### src/rtl/rv_loader_pkg.sv
// rv_loader_pkg: shared types and constants for the imem stream loader.
// The optional checksum stage is selected by LOADER_CSUM_EN in the top level.
package rv_loader_pkg;

  // Frame start byte used when the instantiation does not override MAGIC.
  localparam logic [7:0] DefaultMagic = 8'hA5;

  // Width of the LEN field carried in the frame header.
  localparam int unsigned LenW = 16;

  typedef enum logic [2:0] {
    StIdle,
    StLenLo,
    StLenHi,
    StData,
    StCsum,
    StDone,
    StError
  } ldr_state_t;

  // True when a frame asks for more words than imem can hold.
  function automatic logic len_exceeds(input logic [LenW-1:0] len, input int unsigned addr_w);
    return 32'(len) > (32'd1 << addr_w);
  endfunction

endpackage

### src/rtl/loader_word_pack.sv
// loader_word_pack: packs four stream bytes (LSB first) into one 32-bit word.
// word/word_valid are combinational so the top level can register the write on the 4th byte.
module loader_word_pack (
  input  logic        clk,
  input  logic        rst_n,
  input  logic        clear,
  input  logic        byte_valid,
  input  logic [7:0]  byte_data,
  output logic [31:0] word,
  output logic        word_valid
);

  logic [1:0]  cnt_q;
  logic [23:0] shift_q;

  // Byte counter and right-shifting assembly of the lower three bytes.
  always_ff @(posedge clk or negedge rst_n) begin
    if (!rst_n) begin
      cnt_q   <= 2'd0;
      shift_q <= 24'd0;
    end else if (clear) begin
      cnt_q   <= 2'd0;
      shift_q <= 24'd0;
    end else if (byte_valid) begin
      cnt_q   <= cnt_q + 2'd1;
      shift_q <= {byte_data, shift_q[23:8]};
    end
  end

  // The 4th byte completes the word as its most significant byte.
  always_comb begin
    word       = {byte_data, shift_q};
    word_valid = byte_valid && (cnt_q == 2'd3);
  end

endmodule

### src/rtl/imem_stream_loader.sv
// imem_stream_loader: receives a framed byte stream, writes the packed words into imem and
// holds the core in reset until the frame has loaded.
// Frame: MAGIC, LEN_LO, LEN_HI, 4*LEN data bytes, and a trailing XOR checksum byte only when
// LOADER_CSUM_EN is defined.
module imem_stream_loader
  import rv_loader_pkg::*;
#(
  parameter int unsigned ADDR_W = 8,
  parameter logic [7:0]  MAGIC  = DefaultMagic
) (
  input  logic              clk,
  input  logic              rst_n,
  input  logic              restart,
  input  logic [7:0]        s_data,
  input  logic              s_valid,
  output logic              s_ready,
  output logic              imem_we,
  output logic [ADDR_W-1:0] imem_addr,
  output logic [31:0]       imem_wdata,
  output logic              core_rst_n,
  output logic              load_done,
  output logic              load_err
);

`ifdef LOADER_CSUM_EN
  localparam ldr_state_t StAfterData = StCsum;
`else
  localparam ldr_state_t StAfterData = StDone;
`endif

  ldr_state_t        state_q, state_d;
  logic [7:0]        len_lo_q;
  logic [LenW-1:0]   rem_q;
  logic [ADDR_W-1:0] idx_q;
  logic              imem_we_q;
  logic [ADDR_W-1:0] imem_addr_q;
  logic [31:0]       imem_wdata_q;
  logic              core_rst_n_q;
  logic              done_q;
  logic              err_q;
`ifdef LOADER_CSUM_EN
  logic [7:0]        csum_q;
`endif

  logic            xfer;
  logic            pack_valid;
  logic            pack_clear;
  logic [31:0]     word;
  logic            word_valid;
  logic            last_word;
  logic [LenW-1:0] len_full;

  // Handshake and packer control; a restart drops any coincident byte.
  always_comb begin
    s_ready    = (state_q != StDone) && (state_q != StError);
    xfer       = s_valid && s_ready && !restart;
    pack_valid = xfer && (state_q == StData);
    pack_clear = restart || (state_q != StData);
    len_full   = {s_data, len_lo_q};
    last_word  = word_valid && (rem_q == LenW'(1));
  end

  loader_word_pack u_word_pack (
    .clk        (clk),
    .rst_n      (rst_n),
    .clear      (pack_clear),
    .byte_valid (pack_valid),
    .byte_data  (s_data),
    .word       (word),
    .word_valid (word_valid)
  );

  // Frame sequencing; restart overrides every state.
  always_comb begin
    state_d = state_q;
    if (restart) begin
      state_d = StIdle;
    end else begin
      unique case (state_q)
        StIdle:  if (xfer && (s_data == MAGIC)) state_d = StLenLo;
        StLenLo: if (xfer) state_d = StLenHi;
        StLenHi: begin
          if (xfer) begin
            if (len_exceeds(len_full, ADDR_W)) state_d = StError;
            else if (len_full == '0)           state_d = StAfterData;
            else                               state_d = StData;
          end
        end
        StData:  if (last_word) state_d = StAfterData;
`ifdef LOADER_CSUM_EN
        StCsum:  if (xfer) state_d = (s_data == csum_q) ? StDone : StError;
`endif
        StDone:  state_d = StDone;
        StError: state_d = StError;
        default: state_d = StError;
      endcase
    end
  end

  // State register.
  always_ff @(posedge clk or negedge rst_n) begin
    if (!rst_n) state_q <= StIdle;
    else        state_q <= state_d;
  end

  // Length/index counters, imem write register and sticky status flags.
  always_ff @(posedge clk or negedge rst_n) begin
    if (!rst_n) begin
      len_lo_q     <= 8'd0;
      rem_q        <= '0;
      idx_q        <= '0;
      imem_we_q    <= 1'b0;
      imem_addr_q  <= '0;
      imem_wdata_q <= 32'd0;
      core_rst_n_q <= 1'b0;
      done_q       <= 1'b0;
      err_q        <= 1'b0;
    end else if (restart) begin
      // imem_addr/imem_wdata keep their last values; only the write strobe is squashed.
      len_lo_q     <= 8'd0;
      rem_q        <= '0;
      idx_q        <= '0;
      imem_we_q    <= 1'b0;
      core_rst_n_q <= 1'b0;
      done_q       <= 1'b0;
      err_q        <= 1'b0;
    end else begin
      imem_we_q <= word_valid;
      if (word_valid) begin
        imem_addr_q  <= idx_q;
        imem_wdata_q <= word;
        idx_q        <= idx_q + ADDR_W'(1);
        rem_q        <= rem_q - LenW'(1);
      end
      if (xfer && (state_q == StLenLo)) len_lo_q <= s_data;
      if (xfer && (state_q == StLenHi)) rem_q <= len_full;
      if (state_d == StDone)  done_q <= 1'b1;
      if (state_d == StError) err_q <= 1'b1;
      // Released one cycle after DONE is entered so imem sees the final write first.
      core_rst_n_q <= (state_q == StDone);
    end
  end

`ifdef LOADER_CSUM_EN
  // Running XOR over LEN_LO, LEN_HI and every data byte.
  always_ff @(posedge clk or negedge rst_n) begin
    if (!rst_n) begin
      csum_q <= 8'd0;
    end else if (restart) begin
      csum_q <= 8'd0;
    end else if (xfer) begin
      if (state_q == StLenLo)                            csum_q <= s_data;
      else if ((state_q == StLenHi) || (state_q == StData)) csum_q <= csum_q ^ s_data;
    end
  end
`endif

  // Registered outputs.
  always_comb begin
    imem_we    = imem_we_q;
    imem_addr  = imem_addr_q;
    imem_wdata = imem_wdata_q;
    core_rst_n = core_rst_n_q;
    load_done  = done_q;
    load_err   = err_q;
  end

endmodule

### config.mk
export PLATFORM = sky130hd
export DESIGN_NAME = imem_stream_loader
export DESIGN_NICKNAME = d
export VERILOG_FILES = /design/src/rtl/rv_loader_pkg.sv /design/src/rtl/loader_word_pack.sv /design/src/rtl/imem_stream_loader.sv
export SDC_FILE = /design/constraint.sdc
export NUM_CORES = 1
export LEC_CHECK = 0
export CORE_ASPECT_RATIO = 0.75
export CORE_UTILIZATION = 45
export CTS_BUF_LIST = sky130_fd_sc_hd__clkbuf_16
export DETAILED_ROUTE_END_ITERATION = 7
export PLACE_DENSITY_LB_ADDON = 0.15
export SYNTH_ARGS = -nofsm -noshare
export SYNTH_HDL_FRONTEND = slang
export SYNTH_HIERARCHICAL = 1
export SYNTH_SLANG_ARGS = --single-unit
### constraint.sdc
create_clock -name clk -period 4 [get_ports clk]
set_clock_uncertainty 0.1 [all_clocks]
set_input_delay 0.4 -clock clk [delete_from_list [all_inputs] [get_ports clk]]
set_output_delay 0.4 -clock clk [all_outputs]
set_load 0.005 [all_outputs]
---- Yosys cells after proc, flatten, opt, wreduce, memory -nomap -nowiden ----
Index checks and enable logic that the tools add are counted.
storage, ports and cells
  flip-flop bits (word level) ............. 105
  word-level logic and storage cells ...... 74
operators by class
  $lt $le $gt $ge ......................... 1
  multiplexer cells ....................... 25
  equal/unequal tests ..................... 12
  $add $sub $neg .......................... 3
  bitwise operators ....................... 1
  reduce and logical (&&, ||, !) cells .... 20
operators by type and width
  operator                                                                          count
  16-bit 2-to-1 mux                                                                 3
  24-bit 2-to-1 mux                                                                 2
  8-bit 2-to-1 mux                                                                  4
  3-bit 2-to-1 mux                                                                  7
  16-bit by 1-bit == test with 1-bit output, second input constant                  1
  16-bit by 9-bit greater-than comparator with 1-bit output, second input constant  1
  16-bit logical NOT                                                                1
  16-bit by 1-bit subtractor with 16-bit output, second input constant              1
  3-bit case mux with 5 select lines                                                1
  2-bit nonzero test                                                                5
  3-bit == test, second input constant                                              3
  1-bit logical AND                                                                 9
  8-bit by 1-bit adder with 8-bit output, second input constant                     1
  8-bit == test, second input constant                                              1
  3-bit by 2-bit == test with 1-bit output, second input constant                   2
  1-bit 2-to-1 mux                                                                  6
  3-bit != test, second input constant                                              2
  2-bit 2-to-1 mux                                                                  2
  3-bit by 1-bit == test with 1-bit output, second input constant                   1
  3-bit logical NOT                                                                 1
  3-bit by 2-bit != test with 1-bit output, second input constant                   1
  3-bit nonzero test                                                                1
  2-bit by 1-bit adder with 2-bit output, second input constant                     1
  2-bit == test, second input constant                                              1
  4 further kinds                                                                   4

---- Depth between registers and ports, before layout ----
Gate-level depths: netlist of run 1.
  word-level depth ........................ 13
  gate-level depth with buffers ........... 11
  gate-level depth less buffers ........... 8

---- Hierarchy ----
The synthesis of run 1 kept the hierarchy.
modules (own cells, without submodules)
  module              area each (sq um)  cells each  instances
  imem_stream_loader  3542.1             305         1
  loader_word_pack    1153.6             94          1

---- Least setup slack after synthesis of run 1 ----
OpenSTA, ideal clock, no wires.
  kind .................................... register to register
  start point ............................. register state_q[2]
  end point ............................... register imem_addr_q[4], in the netlist imem_addr[4]
  path slack .............................. 1171 ps
  cell stages (with the launch flop) ...... 11
  data arrival time ....................... 2604 ps
  required time ........................... 3775 ps
  clock period less this slack ............ 2829 ps
  path buffers ............................ 4
  cell sequence ........................... dfrtp_1 -> clkbuf_1 -> or3b_1 -> nor2_1 -> buf_6 -> buf_12 -> and2_1 -> inv_1 -> nor2_1 -> clkbuf_1 -> mux2_2
on the way
  longest elaborated chain between the ends .. 7
  elaborated cells between the ends (all ways) .. 9
  those cells by class .................... eq/ne: 3; reduce/logical: 6
RTL lines
  item                                      line                       source
  start, declared                           imem_stream_loader.sv:31   ldr_state_t state_q, state_d;
  start signal, assigned                    imem_stream_loader.sv:102  if (!rst_n) state_q <= StIdle;
  start signal, assigned                    imem_stream_loader.sv:103  else state_q <= state_d;
  3-bit != test                             imem_stream_loader.sv:55   s_ready = (state_q != StDone) && (state_q != StError);
  1-bit logical AND                         imem_stream_loader.sv:55
  1-bit logical AND (2 in a row)            imem_stream_loader.sv:56   xfer = s_valid && s_ready && !restart;
  1-bit logical AND (*)                     imem_stream_loader.sv:57   pack_valid = xfer && (state_q == StData);
  via pack_valid                            imem_stream_loader.sv:46   logic pack_valid;
  1-bit logical AND (*)                     loader_word_pack.sv:33     word_valid = byte_valid && (cnt_q == 2'd3);
  via word_valid                            imem_stream_loader.sv:49   logic word_valid;
  2-bit AND reduction (no source line) (*)  n/a
  end signal, assigned                      imem_stream_loader.sv:130  imem_addr_q <= idx_q;
  end, declared                             imem_stream_loader.sv:36   logic [ADDR_W-1:0] imem_addr_q;
Mark *: on every way through the listed nets, which the timed path passes. The rest lies on a longest branch.
A chain may end at the register's enable or synchronous reset.

---- Worst setup path in the final report of run 1 ----
  start point ............................. input port s_valid
  end point ............................... register imem_wdata_q[16], in the netlist imem_wdata[16]
on the way
  longest elaborated chain between the ends .. 5
RTL lines
  item                                  line                       source
  start, declared                       imem_stream_loader.sv:15   input logic s_valid,
  1-bit logical AND (2 in a row)        imem_stream_loader.sv:56
  1-bit logical AND                     imem_stream_loader.sv:57
  via pack_valid                        imem_stream_loader.sv:46
  1-bit logical AND                     loader_word_pack.sv:33
  via word_valid                        imem_stream_loader.sv:49
  2-bit AND reduction (no source line)  n/a
  end signal, assigned                  imem_stream_loader.sv:131  imem_wdata_q <= word;
  end, declared                         imem_stream_loader.sv:37   logic [31:0] imem_wdata_q;
The timed path passes the listed nets, and every way through them passes these cells.

==> results of run 1 <==
-- layout make-up --
cell class	count	area (µm²)	area share (%)
flip-flops and latches	105	2630	46.7
multi-input cells	261	1890	33.5
repair buffers	65	641	11.4
clock buffers	9	225	4.00
well taps	132	165	2.94
clock inverters	7	61.3	1.09
inverters	5	18.8	0.334
-- stage by stage --
stage          instance area [µm²]  setup slack (ps)  power [µW]  utilization [%]  cells
6_report                      5630              1270        1990             56.9    584
5_1_grt                       5630              1100        2060             56.9    584
4_1_cts                       5630              1270        2020             56.9    584
3_5_place_dp                  5330               912        1140             53.9    567
3_3_place_gp                  5330               937        1140             53.9    567
2_1_floorplan                 4700              1170        1100                -    399
-- sequential cells by signal, summed over array words and instances, names as in the netlist --
signal and cells:
core_rst_n 1, idx_q 8, imem_addr 8, imem_wdata 32, imem_we 1, len_lo_q 8, load_done 1, load_err 1
rem_q 16, state_q 3, u_word_pack/cnt_q 2, u_word_pack/shift_q 24
-- power breakdown --
group / internal (µW) / leakage [µW] / switching, µW
clock: 480 / 0.000148 / 388
combinational: 17.1 / 0.000790 / 40.5
sequential: 1060 / 0.00147 / 0.0844
total: 1560 / 0.00241 / 429
-- layer usage --
layer	track usage (%)	vias up	routed length, µm
met5	0	-	0
met4	7.71	0	29
met3	5.11	2	546
met2	30.6	77	4850
met1	30.1	1590	5120
li1	-	1481	-
-- critical path, stage by stage --
cell	delay (ps)
clkdlybuf4s50_1	490
or3b_1	440
nor2_4	140
and2_1	150
inv_1	100
nor2_4	510
buf_4	280
mux2_2	350
-- cells in the final DEF (no fill, tap or decap), drive strengths merged, types with 2 or more instances in the layout --
cell	instances
or4	2
clkdlybuf4s50	55
dfrtp	105
xor2	6
a221o	4
nor2	46
nand3b	2
nand4	2
nand2b	11
a311oi	2
ha	4
nor4b	3
inv	7
nand2	32
nand3	2
mux2	41
nor4	8
clkinv	4
xnor2	13
nor3	5
a21oi	3
mux2i	26
and2	2
and3	3
buf	9
o21ai	16
clkbuf	9
o31ai	8
a211oi	2
nor2b	3
nor3b	4
-- cells in the mapped netlist (all sizes together), types with 5 or more instances --
master | number | area, µm²
dfrtp | 105 | 2630
nor2 | 46 | 175
nand2 | 32 | 120
xor2 | 6 | 52.6
clkbuf | 13 | 48.8
nor3 | 5 | 25.0
o31ai | 8 | 60.1
xnor2 | 13 | 114
o21ai | 16 | 80.1
buf | 15 | 129
nand2b | 11 | 68.8
mux2 | 41 | 462
inv | 5 | 18.8
mux2i | 26 | 260
nor4 | 8 | 50.1
-- logic make-up after synthesis --
family / count (synthesis) / share of synthesized area [%]
AO/OA/AOI/OAI: 41 / 6.05
AND/OR/NAND/NOR: 130 / 13.8
buffers and inverters: 33 / 4.18
flip-flops: 105 / 56.0
XOR/XNOR: 19 / 3.54
adder cells (fa/ha/maj): 4 / 1.07
multiplexers: 67 / 15.4
-- worst paths after layout --
check,end,start
max,imem_wdata[16],s_valid
max reg2reg,imem_wdata[16],state_q[2]
min,load_done,load_done
max in group asynchronous,u_word_pack/shift_q[17],rst_n
min in group asynchronous,imem_wdata[7],rst_n
min reg2reg,load_done,load_done
==> flow_summary.yaml, run 1 <==
clocking:
  cts_setup_buffers: 0
  postCtsHoldBufs: 1
  cts.clk_slew.worst_paths_ps: 70
  cts_tree: "yes"
  cts_buffers: 9
  cts_buffer_depth: 2
  cts_resized: 0
  clkSinkCount: 105
  cts.htree.levels: 3
  cts-root-buf: "clkbuf_16"
  worstSkewPairLatency_ps: 350
yosys:
  synthesis.area_um2: 4700
  synth_cells: 399
  yosysSeqAreaShare_pct: 56.0
  synthArstFlopShare_pct: 100
  synthesis.nets: 415
  synth_area_per_cell_um2: 11.8
  synth_cell_type_count: 49
  synthFlopType: "dfrtp_1"
  ys_ff_latch: 105
  synth_edf_count: 0
  yosysWarnings: 6
sta:
  min_period_ps: 2730
  setup_viol: 0
  fin_setup_tns_ps: 0
  hold_slack_ps: 397
  rsz0062_at_grt: "false"
  fmax_ghz: 0.366
  slew_violations: 0
  final_hold_viol_count: 0
  slew_headroom_pct: 27.0
  fin_crit_sh_pct: 68.3
  worst_pin_slew_ps: 1090
place:
  dp.final_hpwl_mm: 6.87
  port_buffers: 56
  gp_congestion: 0.881
floorplanning:
  chipWidth_um: 120
  die_area_um2: 10900
  io_pins: 57
  coreArea_um2: 9890
  fp-row-count: 31
  die_h_um: 90.5
  initial_utilization_pct: 47.5
setup_path:
  crit_path_max_fanout: 19
  worst-setup-path-type: "primary input to register"
  cp-end-kind: "register"
  critPathRequiredTime_ps: 4130
  reg2reg_slack_ps: 1290
  worstPathArrival_ps: 2860
  rr_worst_depth: 7
  setup.worst_path.start_class: "primary input"
grt:
  antenna_found_initial: 0
  track_usage_pct: 21.0
  grt_max_degree: 50
  overflow: 0
  grt_pass1_vias: 3247
  grt_pass1_wl_mm: 17.5
pwr:
  cellPowerDensity_nw_per_um2: 353
  vdd_drop_max_uv: 190
  p_leak_uw: 0.00241
routing:
  ant_nets: 0
  dr.pass1.iters: 4
  wl_mm: 10.5
  routed_via_density: 5.39
  num_vias: 3150
  wl_per_cell_um: 18.1
  drt-initial-drc-count: 231
  drcViolationCount: 0
finish:
  final_net_count: 463
  num_antenna_cells: 0
  drive_gt1_share_pct: 15.5
  synthToLayoutAreaGrowth_pct: 19.8
  fill_cells: 860
min_path:
  min_path_type: "register to register"
  hold_path_depth: 2
job:
  max-cap-violations: 0
status:
  status: "complete, no violations"
Power figures use the tool's default switching activity.
==> inputs of run 2 (changes only) <==
- clock period: 4 -> 2.5 ns (I/O delays scaled with it)
==> flow_summary.yaml, run 2 (synthesis results as in run 1) <==
setup_path:
  setup.worst_path.start_class: "primary input"
  r2r-start: "state_q[2]"
  rr_worst_depth: 7
  worstPathArrival_ps: 2510
  worst-setup-path-type: "primary input to register"
  crit_path_max_fanout: 3
  cp-end-kind: "register"
  critPathRequiredTime_ps: 2600
  reg2reg_slack_ps: 260
  reg2reg_to: "load_err"
pwr:
  seq_power_share_pct: 51.4
  p_leak_uw: 0.00253
  cellPowerDensity_nw_per_um2: 564
  switching_share_pct: 20.9
  switchingPower_uw: 690
  vdd_drop_max_uv: 333
  power.share.clock_pct: 45.4
  p_int_uw: 2610
  combPwrFrac_pct: 3.2
sta:
  worst_pin_slew_ps: 459
  hold_slack_ps: 229
  setup_viol: 0
  rsz0062_at_grt: "false"
  final_hold_viol_count: 0
  min_period_ps: 2410
  fin_ws_ps: 89.0
  fin_setup_tns_ps: 0
  fin_crit_sh_pct: 96.4
  fmax_ghz: 0.415
  slew_headroom_pct: 69.4
  slew_violations: 0
routing:
  wl_per_cell_um: 16.7
  drt-initial-drc-count: 179
  dr.pass1.iters: 4
  routed_via_density: 5.30
  drcViolationCount: 0
  wl_mm: 10.1
  num_vias: 3220
  ant_nets: 0
floorplanning:
  io_pins: 57
  fp-row-count: 31
  die_h_um: 90.5
  initial_utilization_pct: 47.5
  coreArea_um2: 9890
  chipWidth_um: 120
  die_area_um2: 10900
clocking:
  cts.htree.levels: 3
  clkSinkCount: 105
  cts_buffer_depth: 2
  cts_tree: "yes"
  cts.clk_slew.worst_paths_ps: 70
  worstSkewPairLatency_ps: 340
  cts_buffers: 9
  cts-root-buf: "clkbuf_16"
  cts_setup_buffers: 0
grt:
  grt_pass1_vias: 3278
  antenna_found_initial: 0
  overflow: 0
  track_usage_pct: 20.5
  grt_max_degree: 58
  grt_pass1_wl_mm: 17.2
place:
  pre_cts_slack_ps: -263
  dpl-instance-area_um2: 5520
  gp_congestion: 0.908
  port_buffers: 56
  dp.final_hpwl_mm: 6.85
finish:
  final_cell_area_um2: 5850
  largest_register_ffs: 32
  final_common_cell: "dfrtp_1"
  mostFrequentLayoutCells: "dfrtp_1 (105), clkdlybuf4s50_1 (55), nor2_1 (43)"
  synthToLayoutAreaGrowth_pct: 24.6
  num_antenna_cells: 0
  final_net_count: 487
  drive_gt1_share_pct: 20.0
status:
  status: "complete, no violations"
job:
  max-cap-violations: 0
min_path:
  min_path_type: "primary input to asynchronous set/reset pin"
==> run 2: changes by cell type in the layout (fill, tap and decap cells not counted) <==
cell and delta:
clkinv_2 -3, clkinvlp_4 +1, clkinv_1 +1, and2_4 +1
clkinv_4 +1, inv_1 -1, and2_1 -1, buf_12 +1
buf_4 +23, bufinv_16 +1
==> run 2: cell type report <==
| type | count | area (µm²) |
|---|---|---|
| clock inverter | 7 | 92.6 |
| sequential | 105 | 2630 |
| multi-input combinational | 261 | 1890 |
| inverter | 5 | 18.8 |
| fill | 832 | 4040 |
| clock buffer | 9 | 225 |
| timing repair buffer | 89 | 833 |
| tap | 132 | 165 |
==> run 2: critical path: stages <==
cell and delay [ps]:
clkdlybuf4s50_1 480, or4_1 550, or4_4 450, o31a_1 320
a311oi_2 320, a221oi_1 140
==> run 2: layer usage <==
layer	wire, µm	GRT usage [%]	up-vias
met2	4510	30.6	84
met5	0	0	-
met1	4850	29.5	1599
li1	-	-	1525
met3	631	4.73	12
met4	148	6.25	0
==> run 2: power by group through the flow <==
stage               sequential, µW  clock [µW]  combinational (µW)
floorplan                     1730           0                27.2
global placement              1730           0                 107
detailed placement            1730           0                 108
CTS                           1700        1530                 109
global route                  1700        1590                 119
finish                        1700        1500                 107
==> run 2: worst max path at each step <==
| stage | startpoint | endpoint | slack (ps) | cells past startpoint |
|---|---|---|---|---|
| after floorplan | state_q[2] | load_err | 2 | 10 |
| after CTS | s_data[6] | load_err | 100 | 6 |
| final | s_data[3] | load_err | 90 | 6 |
| after detailed placement | s_data[6] | load_err | -260 | 6 |
| after global routing | s_data[6] | load_err | 20 | 6 |
| after global placement | s_data[6] | load_err | -230 | 6 |
==> run 2: what timing repair did <==
| action | CTS | global route |
|---|---|---|
| hold endpoints to repair | 19 | 0 |
| resized for setup | 0 | 0 |
| setup endpoints to repair | 0 | 0 |
| hold buffers | 1 | 0 |
==> run 2: through the flow <==
stage          util (%)  cells  power, µW
6_report           59.2    608       3300
5_1_grt            59.2    608       3400
4_1_cts            59.2    608       3330
3_5_place_dp       55.9    591       1840
3_3_place_gp       55.9    591       1840
2_1_floorplan         -    399       1760
